[src/rtl/fake_netlist_pkg.sv]
// Shared types and constants for the fake-netlist vector driver.
package fake_netlist_pkg;

    localparam int VEC_W_DEFAULT  = 397;
    localparam int DATA_W_DEFAULT = 32;

    localparam logic [31:0] MISR_POLY = 32'h04C1_1DB7;

    typedef enum logic [1:0] {
        LOAD,
        APPLY,
        RESP
    } state_t;

    // Number of DATA_W beats needed to cover a VEC_W vector (ceiling division).
    function automatic int beats(input int vec_w, input int data_w);
        return (vec_w + data_w - 1) / data_w;
    endfunction

endpackage

[src/rtl/fake_netlist_misr.sv]
// 32-bit response signature register with enable and serial input.
// Only compiled when FAKE_NETLIST_SIG_EN is defined.
`ifdef FAKE_NETLIST_SIG_EN
module fake_netlist_misr
    import fake_netlist_pkg::*;
(
    input  logic        clk_i,
    input  logic        rst_ni,
    input  logic        en_i,
    input  logic        din_i,
    output logic [31:0] sig_o
);

    always_ff @(posedge clk_i) begin
        if (!rst_ni) begin
            sig_o <= '0;
        end else if (en_i) begin
            sig_o <= {sig_o[30:0], 1'b0} ^ (sig_o[31] ? MISR_POLY : 32'h0) ^ {31'b0, din_i};
        end
    end

endmodule
`endif

[src/rtl/fake_netlist_vec_driver.sv]
// Assembles beat-streamed vectors, drives them onto a fake netlist, returns the sampled response.
// Optional response signature (sig_o) is built only when FAKE_NETLIST_SIG_EN is defined.
module fake_netlist_vec_driver
    import fake_netlist_pkg::*;
#(
    parameter int VEC_W  = VEC_W_DEFAULT,
    parameter int DATA_W = DATA_W_DEFAULT,
    parameter int SETTLE = 2,
    parameter int IDX_W  = 16
) (
    input  logic              clk_i,
    input  logic              rst_ni,
    input  logic              in_valid_i,
    output logic              in_ready_o,
    input  logic [DATA_W-1:0] in_data_i,
    output logic [VEC_W-1:0]  vec_o,
    input  logic              resp_i,
    output logic              out_valid_o,
    input  logic              out_ready_i,
    output logic              out_resp_o,
    output logic [IDX_W-1:0]  out_idx_o,
    output logic [31:0]       sig_o
);

    localparam int BEATS  = beats(VEC_W, DATA_W);
    localparam int BCNT_W = (BEATS > 1) ? $clog2(BEATS) : 1;

    localparam logic [BCNT_W-1:0] LAST_BEAT   = BCNT_W'(BEATS - 1);
    localparam logic [7:0]        SETTLE_LAST = 8'(SETTLE - 1);

    state_t             state;
    logic [BCNT_W-1:0]  beat_cnt;
    logic [7:0]         settle_cnt;
    logic [VEC_W-1:0]   shadow;
    logic [VEC_W-1:0]   shadow_nxt;
    logic               xfer;
    logic               sample;

    assign xfer   = in_valid_i && in_ready_o;
    assign sample = (state == APPLY) && (settle_cnt == SETTLE_LAST);

    // Merge the current beat into the shadow; bits past VEC_W-1 in the last beat have no home.
    // NOTE: assign the default before the loop so every bit is written on every path (no latch).
    always_comb begin
        shadow_nxt = shadow;
        for (int i = 0; i < VEC_W; i++) begin
            if (beat_cnt == BCNT_W'(i / DATA_W)) begin
                shadow_nxt[i] = in_data_i[i % DATA_W];
            end
        end
    end

    // NOTE: all state uses non-blocking assignments so every register samples pre-edge values.
    always_ff @(posedge clk_i) begin
        if (!rst_ni) begin
            state       <= LOAD;
            beat_cnt    <= '0;
            settle_cnt  <= '0;
            // NOTE: the shadow is a plain register bank, so it is cleared like any other state.
            shadow      <= '0;
            vec_o       <= '0;
            in_ready_o  <= 1'b1;
            out_valid_o <= 1'b0;
            out_resp_o  <= 1'b0;
            out_idx_o   <= '0;
        end else begin
            unique case (state)
                LOAD: begin
                    if (xfer) begin
                        shadow <= shadow_nxt;
                        if (beat_cnt == LAST_BEAT) begin
                            // Netlist inputs only ever change here, with a complete vector.
                            vec_o      <= shadow_nxt;
                            beat_cnt   <= '0;
                            settle_cnt <= '0;
                            in_ready_o <= 1'b0;
                            state      <= APPLY;
                        end else begin
                            beat_cnt <= beat_cnt + 1'b1;
                        end
                    end
                end
                APPLY: begin
                    settle_cnt <= settle_cnt + 1'b1;
                    if (sample) begin
                        out_resp_o  <= resp_i;
                        out_valid_o <= 1'b1;
                        state       <= RESP;
                    end
                end
                RESP: begin
                    if (out_valid_o && out_ready_i) begin
                        out_valid_o <= 1'b0;
                        out_idx_o   <= out_idx_o + 1'b1;
                        in_ready_o  <= 1'b1;
                        state       <= LOAD;
                    end
                end
                default: begin
                    state <= LOAD;
                end
            endcase
        end
    end

`ifdef FAKE_NETLIST_SIG_EN
    fake_netlist_misr u_misr (
        .clk_i  (clk_i),
        .rst_ni (rst_ni),
        .en_i   (sample),
        .din_i  (resp_i),
        .sig_o  (sig_o)
    );
`else
    assign sig_o = 32'h0;
`endif

endmodule

[config.mk]
export PLATFORM = sky130hd
export DESIGN_NAME = fake_netlist_vec_driver
export DESIGN_NICKNAME = d
export VERILOG_FILES = /design/src/rtl/fake_netlist_pkg.sv /design/src/rtl/fake_netlist_misr.sv /design/src/rtl/fake_netlist_vec_driver.sv
export SDC_FILE = /design/constraint.sdc
export NUM_CORES = 2
export LEC_CHECK = 0
export CORE_ASPECT_RATIO = 0.8
export CORE_MARGIN = 2
export CORE_UTILIZATION = 56
export CTS_BUF_LIST = sky130_fd_sc_hd__clkbuf_4 sky130_fd_sc_hd__clkbuf_8
export CTS_CLUSTER_DIAMETER = 200
export DETAILED_ROUTE_END_ITERATION = 16
export PLACE_DENSITY = 0.82
export SLEW_MARGIN = 20
export SYNTH_ARGS = -nofsm -noshare
export SYNTH_HDL_FRONTEND = slang
export SYNTH_HIERARCHICAL = 1
export SYNTH_SLANG_ARGS = --single-unit
[constraint.sdc]
create_clock -name clk_i -period 2.45 [get_ports clk_i]
set_input_delay 0.49 -clock clk_i [delete_from_list [all_inputs] [get_ports clk_i]]
set_output_delay 0.49 -clock clk_i [all_outputs]
set_load 0.02 [all_outputs]
==> results by group <==
Status
  • Status: finished clean

Critical path
  • Critical Path RT: 1960 ps
  • Worst-path fanout max: 6
  • WP buf/inv: 1
  • Worst Path Class, Setup: flip-flop to output port
  • CP Cell Sequence: clkdlybuf4s50_1
  • Worst path top cell family by delay: buffers and inverters
  • Critical Path Start Type: flip-flop
  • WP data arrival: 1820 ps
  • Max incr delay on CP: between 600 and 700 ps
  • Crit. End Element: output port
  • Slowest cell on the critical path: clkdlybuf4s50_1

Place
  • Port bufs: 452
  • RePlAce Congestion: 0.833
  • Dpl hpwl: between 60 and 70 mm
  • Worst slack, placed: 18.8 ps
  • Placed Area: 37,900 um2

Flow run
  • Number of max-cap violations: 0

STA
  • Clk_skew: 25.6 ps
  • Final Slew Violations: 0
  • Hold WS: 122 ps
  • Setup_tns: 0 ps
  • Final hold vios: 0
  • Period utilization: around 94%
  • Max Clk Rate: 432 MHz
  • Slew @ Worst Pin: 832 ps
  • Slew HR: 44.5%
  • Final WS setup: 135 ps
  • Final Critical Period: 2310 ps
  • RSZ-0062 raised after global routing: false
  • Setup violators final: 0

CTS
  • Clk sinks: 814
  • Post-CTS setup buffer count: 0
  • Root buffer cell: clkbuf_8
  • CTS clk-pin slew, worst paths: 60 ps
  • # resized after CTS: 0
  • Clock latency on the worst-skew pair: around 730 ps
  • CTS tree: done
  • H-tree depth: 3
  • CTS Buffer Depth: 3
  • Total CTS buffers: 118
  • Hold Buf Count CTS: 0

GRT
  • Vias in the first global route: approximately 26,000
  • GRT Util Overall: 31.8%
  • Antenna violations before repair: 0
  • Largest net degree at the start of global routing: 96
  • First-pass GRT wire length: roughly 150 mm
  • Overflow after GRT: 0

Pwr
  • Leakage: 0.0148 uW
  • Worst IR Drop VDD: 0.417 mV
  • Pwr dens: 638 nW/um2
  • Total power: 25,700 uW

Synthesis
  • Synthesized cell area: 32,500 um2
  • Synth cell count leaders: dfxtp_1, nand2_1, a21oi_1
  • Largest cells by area after synthesis: dfxtp_1, mux2i_1, nand2_1, a211oi_1, a21oi_1
  • Syn_area_per_cell: between 8 and 9 um2
  • Cells after Synth: 3,773
  • XOR/XNOR Fraction of Synth Area: 0.243%
  • Largest area contributor in the netlist: dfxtp_1
  • Asr flop ratio synth: 0%
  • Largest family of logic cells by synthesized area: simple AND/OR/NAND/NOR gates
  • Yosys warns: 6
  • Netlist cell types: 43
  • FF+latch count, synth: 814
  • Synth Area in Compound Gates: 15.7%
  • EDFF count, synth: 0
  • Sequential area share after synthesis: 50.2%
  • Synth Area in Adders: 0.270%
  • Post-synth top flop: dfxtp_1
  • Mux contribution to synthesized area: 11.9%
  • Synth Area in Simple Gates: between 10% and 20%
  • Synth top area share: between 50% and 60%

Cells and area
  • Diodes inserted: 0
  • Nets@finish: 4,128
  • Area Growth Syn to Fin: 24.2%
  • Layout cells sized above 1: 9.34%
  • FILL cells: about 4,300
  • FF+latch area: 16,300 um2
  • Design area: 40,300 um2
  • Multi-input logic area: 14,400 um2

Floorplan
  • Initial Utilization: between 50% and 60%
  • Die area: 60,000 um2
  • Core ar.: 57,000 um2
  • Die Span Y: approximately 220 um
  • I/O pin cnt: 485
  • Rows: slightly below 80
  • Die W: between 200 and 300 um

Min path
  • Worst hold path class: input pin to flip-flop

Detailed routing
  • Drt via density: 5.73
  • Antenna viol nets, final: 0
  • Via count: 28,200
  • Final WL: 98.1 mm
  • Initial drt markers: 2,605
  • DRC: 0
  • DR pass1 iterations: 5
  • Drt wl/cell: 19.9 um
==> metrics by stage <==
step / util (%) / cells
floorplan: - / 3804
global placement: 66.5 / 4724
detailed placement: 66.5 / 4724
CTS: 70.8 / 4925
global route: 70.8 / 4925
finish: 70.8 / 4925
==> cell type report <==
class / instances / area share (%)
clock buffer: 186 / 5.72
clock inverter: 15 / 0.279
inverter: 7 / 0.0837
multi-input combinational: 2554 / 35.7
sequential: 814 / 40.4
tap: 760 / 2.36
timing repair buffer: 589 / 15.5
==> state kept, by name, indices dropped and copies added, names as in the netlist <==
signal / cells
beat_cnt: 4
in_ready_o: 1
out_idx_o: 16
out_resp_o: 1
out_valid_o: 1
settle_cnt: 8
shadow: 384
state: 2
vec_o: 397
==> worst paths after layout <==
kind / start / endpoint / slack (ps) / cells past startpoint
setup / recovery: out_idx_o[6] / out_idx_o[6] / 140 / 1
hold / removal: in_data_i[8] / shadow[72] / 120 / 3
setup reg to reg: beat_cnt[0] / shadow[258] / 200 / 7
hold reg to reg: shadow[194] / shadow[194] / 450 / 2
==> cell usage in the layout, fill, tap and decap left out, types with 3 or more instances in the layout <==
master	n
nand2_1	814
dfxtp_1	814
clkdlybuf4s50_1	427
a21oi_1	419
nor2_1	406
mux2i_1	385
a211oi_1	385
clkbuf_8	146
buf_4	71
buf_12	66
clkbuf_4	40
conb_1	32
buf_2	24
o21ai_0	11
nand3_1	10
nand3b_1	9
clkinv_2	9
nor2_2	8
or2_2	8
or3_1	8
xnor2_1	7
ha_1	7
inv_1	6
nand4_1	6
clkinvlp_4	5
nor3b_2	4
and2_1	4
nor3_1	4
and4_1	3
==> cells by family after synthesis <==
logic type	after synthesis
AND/OR/NAND/NOR	1299
AO/OA/AOI/OAI	822
flip-flops	814
buffers and inverters	436
multiplexers	385
XOR/XNOR	9
adder cells (fa/ha/maj)	7
other	1
==> per-layer routing <==
metal	GRT usage (%)	vias to the layer above	routed length (um)
li1	-	13400	-
met1	44.7	13400	42200
met2	50.0	1200	44800
met3	4.98	197	8250
met4	11.0	0	2840
met5	0	-	0
==> where the power goes <==
part | internal, uW | switching, uW
Clock | 6020 | 5040
Sequential | 13300 | 38.8
Combinational | 384 | 949
Note: power is estimated with default switching activity, not from simulation.
